[src/rtl/aftab_dbgregaccess_pkg.sv]
`default_nettype none
// ============================================================================
// Module      : aftab_dbgregaccess_pkg
// Description : Shared types, FSM states and error codes for debug GPR access.
// Revision    : 1.0 - initial release
// ============================================================================
package aftab_dbgregaccess_pkg;

  localparam int DATA_W = 32;

  typedef enum logic [2:0] {
    ST_IDLE      = 3'd0,
    ST_RD        = 3'd1,
    ST_RD_OUT    = 3'd2,
    ST_WR_WAIT   = 3'd3,
    ST_WR_COMMIT = 3'd4
  } state_e;

  localparam logic [1:0] ERR_NONE  = 2'b00;
  localparam logic [1:0] ERR_HALT  = 2'b01;
  localparam logic [1:0] ERR_RANGE = 2'b10;
  localparam logic [1:0] ERR_LOST  = 2'b11;

  // True when the burst would run past x31; the sum is taken 6 bits wide.
  function automatic logic range_bad(input logic [4:0] regno, input logic [4:0] count);
    logic [5:0] sum;
    sum = {1'b0, regno} + {1'b0, count};
    return sum > 6'd31;
  endfunction

endpackage
`default_nettype wire

[src/rtl/aftab_dbgregaccess_if.sv]
`default_nettype none
// ============================================================================
// Module      : aftab_dbgregaccess_if
// Description : Debug command/data handshakes plus register-file port bundle.
// Revision    : 1.0 - initial release
// ============================================================================
interface aftab_dbgregaccess_if
  import aftab_dbgregaccess_pkg::*;
#(
  parameter int SIZE = DATA_W
);
  logic            halted;
  logic            cmdValid;
  logic            cmdReady;
  logic            cmdWrite;
  logic [4:0]      cmdRegno;
  logic [4:0]      cmdCount;
  logic [SIZE-1:0] dataIn;
  logic            dataInValid;
  logic            dataInReady;
  logic [SIZE-1:0] dataOut;
  logic            dataOutValid;
  logic            dataOutReady;
  logic            busy;
  logic [1:0]      err;
  logic            errClr;
  logic [4:0]      rs1;
  logic [SIZE-1:0] p1;
  logic [4:0]      rd;
  logic [SIZE-1:0] writeData;
  logic            writeRegFile;

  modport master (
    output halted, cmdValid, cmdWrite, cmdRegno, cmdCount, dataIn, dataInValid,
           dataOutReady, errClr, p1,
    input  cmdReady, dataInReady, dataOut, dataOutValid, busy, err, rs1, rd,
           writeData, writeRegFile
  );

  modport slave (
    input  halted, cmdValid, cmdWrite, cmdRegno, cmdCount, dataIn, dataInValid,
           dataOutReady, errClr, p1,
    output cmdReady, dataInReady, dataOut, dataOutValid, busy, err, rs1, rd,
           writeData, writeRegFile
  );

endinterface
`default_nettype wire

[src/rtl/aftab_dbgregaccess.sv]
`default_nettype none
// ============================================================================
// Module      : aftab_dbgregaccess
// Description : Turns debugger register commands into GPR read/write bursts.
// Revision    : 1.0 - initial release
// ============================================================================
module aftab_dbgregaccess
  import aftab_dbgregaccess_pkg::*;
#(
  parameter int SIZE = DATA_W
) (
  input  logic                clk,
  input  logic                rst,
  aftab_dbgregaccess_if.slave bus
);

  state_e          state_q, state_d;
  logic [4:0]      idx_q, idx_d;
  logic [4:0]      rem_q, rem_d;
  logic [4:0]      rs1_q, rs1_d;
  logic [4:0]      rd_q, rd_d;
  logic [SIZE-1:0] wdata_q, wdata_d;
  logic [SIZE-1:0] dout_q, dout_d;
  logic            dvalid_q, dvalid_d;
  logic [1:0]      err_q, err_d;

  logic            cmd_ready_w;
  logic            din_ready_w;
  logic            wr_strobe_w;

  always_ff @(posedge clk) begin
    if (rst) begin
      state_q  <= ST_IDLE;
      idx_q    <= '0;
      rem_q    <= '0;
      rs1_q    <= '0;
      rd_q     <= '0;
      wdata_q  <= '0;
      dout_q   <= '0;
      dvalid_q <= 1'b0;
      err_q    <= ERR_NONE;
    end else begin
      state_q  <= state_d;
      idx_q    <= idx_d;
      rem_q    <= rem_d;
      rs1_q    <= rs1_d;
      rd_q     <= rd_d;
      wdata_q  <= wdata_d;
      dout_q   <= dout_d;
      dvalid_q <= dvalid_d;
      err_q    <= err_d;
    end
  end

  always_comb begin
    state_d     = state_q;
    idx_d       = idx_q;
    rem_d       = rem_q;
    rs1_d       = rs1_q;
    rd_d        = rd_q;
    wdata_d     = wdata_q;
    dout_d      = dout_q;
    dvalid_d    = dvalid_q;
    err_d       = err_q;
    cmd_ready_w = 1'b0;
    din_ready_w = 1'b0;
    wr_strobe_w = 1'b0;

    case (state_q)
      ST_IDLE: begin
        cmd_ready_w = (err_q == ERR_NONE);
        if (bus.errClr) begin
          err_d = ERR_NONE;
        end
        // Error assignments come after the clear so a fresh error wins.
        if (bus.cmdValid && cmd_ready_w) begin
          if (!bus.halted) begin
            err_d = ERR_HALT;
          end else if (range_bad(bus.cmdRegno, bus.cmdCount)) begin
            err_d = ERR_RANGE;
          end else begin
            idx_d   = bus.cmdRegno;
            rem_d   = bus.cmdCount;
            rs1_d   = bus.cmdRegno;
            state_d = bus.cmdWrite ? ST_WR_WAIT : ST_RD;
          end
        end
      end
      ST_RD: begin
        dout_d   = bus.p1;
        dvalid_d = 1'b1;
        state_d  = ST_RD_OUT;
      end
      ST_RD_OUT: begin
        if (bus.dataOutReady) begin
          dvalid_d = 1'b0;
          if (rem_q == 5'd0) begin
            state_d = ST_IDLE;
          end else begin
            idx_d   = idx_q + 5'd1;
            rs1_d   = idx_q + 5'd1;
            rem_d   = rem_q - 5'd1;
            state_d = ST_RD;
          end
        end
      end
      ST_WR_WAIT: begin
        din_ready_w = 1'b1;
        if (bus.dataInValid) begin
          rd_d    = idx_q;
          wdata_d = bus.dataIn;
          state_d = ST_WR_COMMIT;
        end
      end
      ST_WR_COMMIT: begin
        wr_strobe_w = 1'b1;
        if (rem_q == 5'd0) begin
          state_d = ST_IDLE;
        end else begin
          idx_d   = idx_q + 5'd1;
          rem_d   = rem_q - 5'd1;
          state_d = ST_WR_WAIT;
        end
      end
      default: begin
        state_d = ST_IDLE;
      end
    endcase

    // Losing halt mid-command aborts: no strobe, pending read word dropped.
    if ((state_q != ST_IDLE) && !bus.halted) begin
      state_d     = ST_IDLE;
      dvalid_d    = 1'b0;
      err_d       = ERR_LOST;
      wr_strobe_w = 1'b0;
    end
  end

  assign bus.cmdReady     = cmd_ready_w;
  assign bus.dataInReady  = din_ready_w;
  assign bus.dataOut      = dout_q;
  assign bus.dataOutValid = dvalid_q;
  assign bus.busy         = (state_q != ST_IDLE);
  assign bus.err          = err_q;
  assign bus.rs1          = rs1_q;
  assign bus.rd           = rd_q;
  assign bus.writeData    = wdata_q;
  assign bus.writeRegFile = wr_strobe_w;

endmodule
`default_nettype wire

[src/flat_wrapper.sv]
// flat-port wrapper written by rule: the top's interface ports become plain ports
module aftab_dbgregaccess_flat import aftab_dbgregaccess_pkg::*;
#(
  parameter int SIZE = DATA_W
)
  (clk, rst, bus_halted, bus_cmdValid, bus_cmdWrite, bus_cmdRegno, bus_cmdCount, bus_dataIn, bus_dataInValid, bus_dataOutReady, bus_errClr, bus_p1, bus_cmdReady, bus_dataInReady, bus_dataOut, bus_dataOutValid, bus_busy, bus_err, bus_rs1, bus_rd, bus_writeData, bus_writeRegFile);
  aftab_dbgregaccess_if #(.SIZE(SIZE)) bus_i ();
  input  logic clk;
  input  logic rst;
  input wire logic [$bits(bus_i.halted)-1:0] bus_halted;
  input wire logic [$bits(bus_i.cmdValid)-1:0] bus_cmdValid;
  input wire logic [$bits(bus_i.cmdWrite)-1:0] bus_cmdWrite;
  input wire logic [$bits(bus_i.cmdRegno)-1:0] bus_cmdRegno;
  input wire logic [$bits(bus_i.cmdCount)-1:0] bus_cmdCount;
  input wire logic [$bits(bus_i.dataIn)-1:0] bus_dataIn;
  input wire logic [$bits(bus_i.dataInValid)-1:0] bus_dataInValid;
  input wire logic [$bits(bus_i.dataOutReady)-1:0] bus_dataOutReady;
  input wire logic [$bits(bus_i.errClr)-1:0] bus_errClr;
  input wire logic [$bits(bus_i.p1)-1:0] bus_p1;
  output wire logic [$bits(bus_i.cmdReady)-1:0] bus_cmdReady;
  output wire logic [$bits(bus_i.dataInReady)-1:0] bus_dataInReady;
  output wire logic [$bits(bus_i.dataOut)-1:0] bus_dataOut;
  output wire logic [$bits(bus_i.dataOutValid)-1:0] bus_dataOutValid;
  output wire logic [$bits(bus_i.busy)-1:0] bus_busy;
  output wire logic [$bits(bus_i.err)-1:0] bus_err;
  output wire logic [$bits(bus_i.rs1)-1:0] bus_rs1;
  output wire logic [$bits(bus_i.rd)-1:0] bus_rd;
  output wire logic [$bits(bus_i.writeData)-1:0] bus_writeData;
  output wire logic [$bits(bus_i.writeRegFile)-1:0] bus_writeRegFile;
  assign bus_i.halted = bus_halted;
  assign bus_i.cmdValid = bus_cmdValid;
  assign bus_i.cmdWrite = bus_cmdWrite;
  assign bus_i.cmdRegno = bus_cmdRegno;
  assign bus_i.cmdCount = bus_cmdCount;
  assign bus_i.dataIn = bus_dataIn;
  assign bus_i.dataInValid = bus_dataInValid;
  assign bus_i.dataOutReady = bus_dataOutReady;
  assign bus_i.errClr = bus_errClr;
  assign bus_i.p1 = bus_p1;
  assign bus_cmdReady = bus_i.cmdReady;
  assign bus_dataInReady = bus_i.dataInReady;
  assign bus_dataOut = bus_i.dataOut;
  assign bus_dataOutValid = bus_i.dataOutValid;
  assign bus_busy = bus_i.busy;
  assign bus_err = bus_i.err;
  assign bus_rs1 = bus_i.rs1;
  assign bus_rd = bus_i.rd;
  assign bus_writeData = bus_i.writeData;
  assign bus_writeRegFile = bus_i.writeRegFile;
  aftab_dbgregaccess #(.SIZE(SIZE)) u_core (.clk(clk), .rst(rst), .bus(bus_i));
endmodule
[config.mk]
export PLATFORM = sky130hd
export DESIGN_NAME = aftab_dbgregaccess_flat
export DESIGN_NICKNAME = d
export VERILOG_FILES = /design/src/rtl/aftab_dbgregaccess_pkg.sv /design/src/rtl/aftab_dbgregaccess_if.sv /design/src/rtl/aftab_dbgregaccess.sv /design/src/flat_wrapper.sv
export SDC_FILE = /design/constraint.sdc
export NUM_CORES = 1
export LEC_CHECK = 0
export ABC_AREA = 1
export CAP_MARGIN = 15
export CORE_MARGIN = 1.5
export CORE_UTILIZATION = 39
export CTS_CLUSTER_DIAMETER = 80
export DETAILED_ROUTE_END_ITERATION = 16
export GPL_TIMING_DRIVEN = 0
export PLACE_DENSITY = 0.85
export SKIP_CTS_REPAIR_TIMING = 1
export SLEW_MARGIN = 25
export SYNTH_ARGS = -nofsm -noshare
export SYNTH_HDL_FRONTEND = slang
export SYNTH_SLANG_ARGS = --single-unit
[constraint.sdc]
create_clock -name clk -period 1.46 [get_ports clk]
set_input_delay 0.219 -clock clk [delete_from_list [all_inputs] [get_ports clk]]
set_output_delay 0.219 -clock clk [all_outputs]
set_load 0.01 [all_outputs]
==> key figures <==
Placed design
  • Gpl congestion: 0.8680
  • Port Buffer Count: 162
  • Detail Placement HPWL: 9017 um
  • Dpl cell area: 0.005694 mm2
  • Placed cells: 843
  • Setup slack at placement: -0.6665 ns

Final layout
  • Ant diodes: 0
  • Most frequent cells in the layout: nor2_1, nand2_1, dlymetal6s2s_1
  • Post-route cell area: 0.006449 mm2
  • Fill cells: 831
  • Share of post-route cells with drive strength above 1: 13.38%
  • Post-route insts no fill: 873
  • Area of the multi-input gates: 0.001931 mm2
  • Core Util, Final: 66.28%
  • FF+latch area: 0.001819 mm2
  • Nets: 824
  • P&R area growth vs syn: 65.09%

Critical path
  • Worst path max stage delay: 0.38 ns
  • Endpoint class of the critical path: primary output
  • Reg2Reg Depth: 9
  • Arrival time worst endpoint: 1.35 ns
  • Worst setup SP type: register
  • R2R Path End: u_core.rem_q[3]$_SDFFE_PP0P_
  • Setup CP Type: register to primary output
  • Cell repeated most along the worst path: inv_4
  • Worst EP required: 1.24 ns
  • CP max FO: 6
  • Buf+Inv Stages, Crit Path: 3
  • Crit path depth: 6
  • Crit path cell chain: inv_4 -> nand2_4 -> nor2_4 -> inv_4 -> nor2_1 -> buf_2
  • Worst r2r src: u_core.state_q[0]$_SDFFE_PP0P_
  • CP max-delay cell: dfxtp_4
  • Reg2reg setup slack: -0.05 ns
  • Crit path max-delay family: flip-flops

STA
  • Final setup fails: 13
  • Fmax: 638.2 MHz
  • Slew headroom: 65.28%
  • Final Hold Fails: 0
  • Worst hold margin: 0.3287 ns
  • Worst Skew: 0.01539 ns
  • Post-layout min period: 1.567 ns
  • RSZ-0062 raised after global routing: true
  • Crit share post-route: 107.3%
  • Final Max Tran Viols: 0
  • Setup TNS: -0.4238 ns
  • Slew @ Worst Pin: 0.5208 ns
  • Worst setup margin: -0.1069 ns

Global routing
  • Vias in the first global route: 4009
  • First-pass GRT wire length: 18790 um
  • Largest net degree at the start of global routing: 18
  • GRT Residual Overflow: 0
  • Initial antenna violation count: 0
  • All-Layer GR Usage: 22.69%

Detailed routing
  • Via density: 5.112
  • Final ANT Viol Nets: 0
  • Vias: 4463
  • DR WL/cell: 15.16 um
  • Remaining DRCs: 0
  • Routed Wire Length: 13240 um
  • Detailed Routing Iterations Pass 1: 5
  • 1st-iter DRT viols: 245

Outcome
  • Status: finished, violations left
  • Violated checks: negative setup slack

Clock tree
  • Clock latency on the worst-skew pair: 0.38 ns
  • Htree depth: 3
  • Clk sinks: 90
  • Num CTS Buffers: 9
  • Worst-path clk slew: 0.10 ns
  • Root buffer cell: clkbuf_8
  • CTS tree: built
  • Clock Path Buffers: 2

Logic synthesis
  • Synth cell types: 26
  • Synth warnings: 0
  • FF+latch count, synth: 90
  • Post-Synthesis Cells: 548
  • Synthesized area per cell: 7.128 um2
  • Post-Syn Area: 0.003906 mm2
  • Sequential share of the synthesized area: 46.12%
  • Mapped Nets: 637

Power
  • Int Pwr: 6.286 mW
  • Clk network pwr share: 19.3%
  • Worst vdd ir: 0.9068 mV
  • Power, Total: 10.42 mW
  • P_sw: 4.139 mW
  • Sw Ratio: 39.70%
  • Power per cell area: 1617 mW/mm2
  • Static Leak: 3.993 nW
  • Combinational share of power: 49.3%
  • Seq pwr share: 31.5%

Floorplan
  • Boundary pin count: 163
  • Chip width: 103.1 um
  • Cell row count: 36
  • Total die area: 0.01063 mm2
  • Die Y: 103.1 um
  • Initial Utilization: 40.15%
  • Core area: 0.009729 mm2

Min path
  • Worst Hold Path Cells: 6
  • Hold Startpoint: bus_cmdCount[1]
  • Worst hold endpoint: u_core.rem_q[1]$_SDFFE_PP0P_
  • Tightest Hold Check Type: input port to register

Job
  • Maxcap violations: 0
worst reg2reg max path, stage by stage, from the launching register on:
cell      delay [ns]
dfxtp_4         0.39
inv_4           0.08
nand3_1         0.14
nand2_2         0.12
clkbuf_4        0.21
nor2_1          0.07
a21oi_1         0.16
nand3_1         0.11
nand2_1         0.08
nor2_1          0.04
layer usage:
layer,GRT usage (%),part of all wire (%)
met5,0,0
met4,9.148,2.2
met3,5.966,7.2
met2,39.52,52
met1,26.52,38
worst max path at each step:
stage,start,end
after floorplan,u_core.state_q[1]$_SDFFE_PP0P_,u_core.bus.rs1[2]$_SDFFE_PP0P_
after global placement,bus_cmdRegno[4],u_core.idx_q[1]$_SDFFE_PP0P_
after detailed placement,bus_cmdRegno[3],u_core.rem_q[3]$_SDFFE_PP0P_
after CTS,u_core.state_q[0]$_SDFFE_PP0P_,bus_dataInReady
after global routing,u_core.rem_q[2]$_SDFFE_PP0P_,u_core.idx_q[4]$_SDFFE_PP0P_
final,u_core.state_q[1]$_SDFFE_PP0P_,bus_cmdReady
kinds of logic after synthesis:
group / synth area share (%)
adder cells (fa/ha/maj): 2.242
buffers and inverters: 7.143
AND/OR/NAND/NOR: 29.88
XOR/XNOR: 0.2243
flip-flops: 46.12
AO/OA/AOI/OAI: 14.38
synthesized netlist by cell type:
| library cell | n | area [um2] |
|---|---|---|
| or2_2 | 1 | 6.260 |
| nand4_1 | 6 | 37.54 |
| buf_1 | 1 | 3.750 |
| inv_1 | 29 | 108.9 |
| clkinv_4 | 1 | 8.760 |
| o21ai_2 | 1 | 8.760 |
| o31ai_1 | 1 | 7.510 |
| nor2_2 | 1 | 6.260 |
| nand2_2 | 2 | 12.51 |
| nor2_4 | 1 | 11.26 |
| nor2_1 | 99 | 371.6 |
| nand2_1 | 101 | 379.1 |
| ha_1 | 7 | 87.58 |
| xnor2_1 | 1 | 8.760 |
| clkbuf_1 | 20 | 75.07 |
| dfxtp_1 | 90 | 1802 |
| o211ai_1 | 1 | 7.510 |
| buf_6 | 1 | 11.26 |
| a21oi_1 | 61 | 305.3 |
| nand3b_1 | 9 | 67.56 |
| a21oi_4 | 1 | 16.27 |
| inv_2 | 3 | 11.26 |
| buf_2 | 12 | 60.06 |
| a31oi_1 | 1 | 6.260 |
| o21ai_0 | 42 | 210.2 |
| nand3_1 | 55 | 275.3 |
power groups by stage:
| stage | logic (mW) | registers (mW) | clock network [mW] |
|---|---|---|---|
| 6_report | 5.13 | 3.28 | 2.01 |
| 3_5_place_dp | 4.13 | 3.29 | 0 |
| 4_1_cts | 4.16 | 3.24 | 2.03 |
| 3_3_place_gp | 4.00 | 3.25 | 0 |
| 5_1_grt | 5.55 | 3.34 | 2.13 |
| 2_1_floorplan | 2.28 | 3.41 | 0 |
cell type report:
class,instances,area share (%)
Clock inverter,7,1.707
Multi-Input combinational cell,392,29.94
Sequential cell,90,28.21
Inverter,33,2.115
Tap cell,133,2.581
Timing Repair Buffer,175,30.13
Buffer,34,3.395
Clock buffer,9,1.921
sequential cells by signal, summed over array words and instances (netlist names):
signal                   flops
u_core.bus.dataOut          32
u_core.bus.writeData        32
u_core.bus.rd                5
u_core.bus.rs1               5
u_core.idx_q                 5
u_core.rem_q                 5
u_core.state_q               3
u_core.bus.err               2
u_core.bus.dataOutValid      1
(Power assumes the default switching activity.)
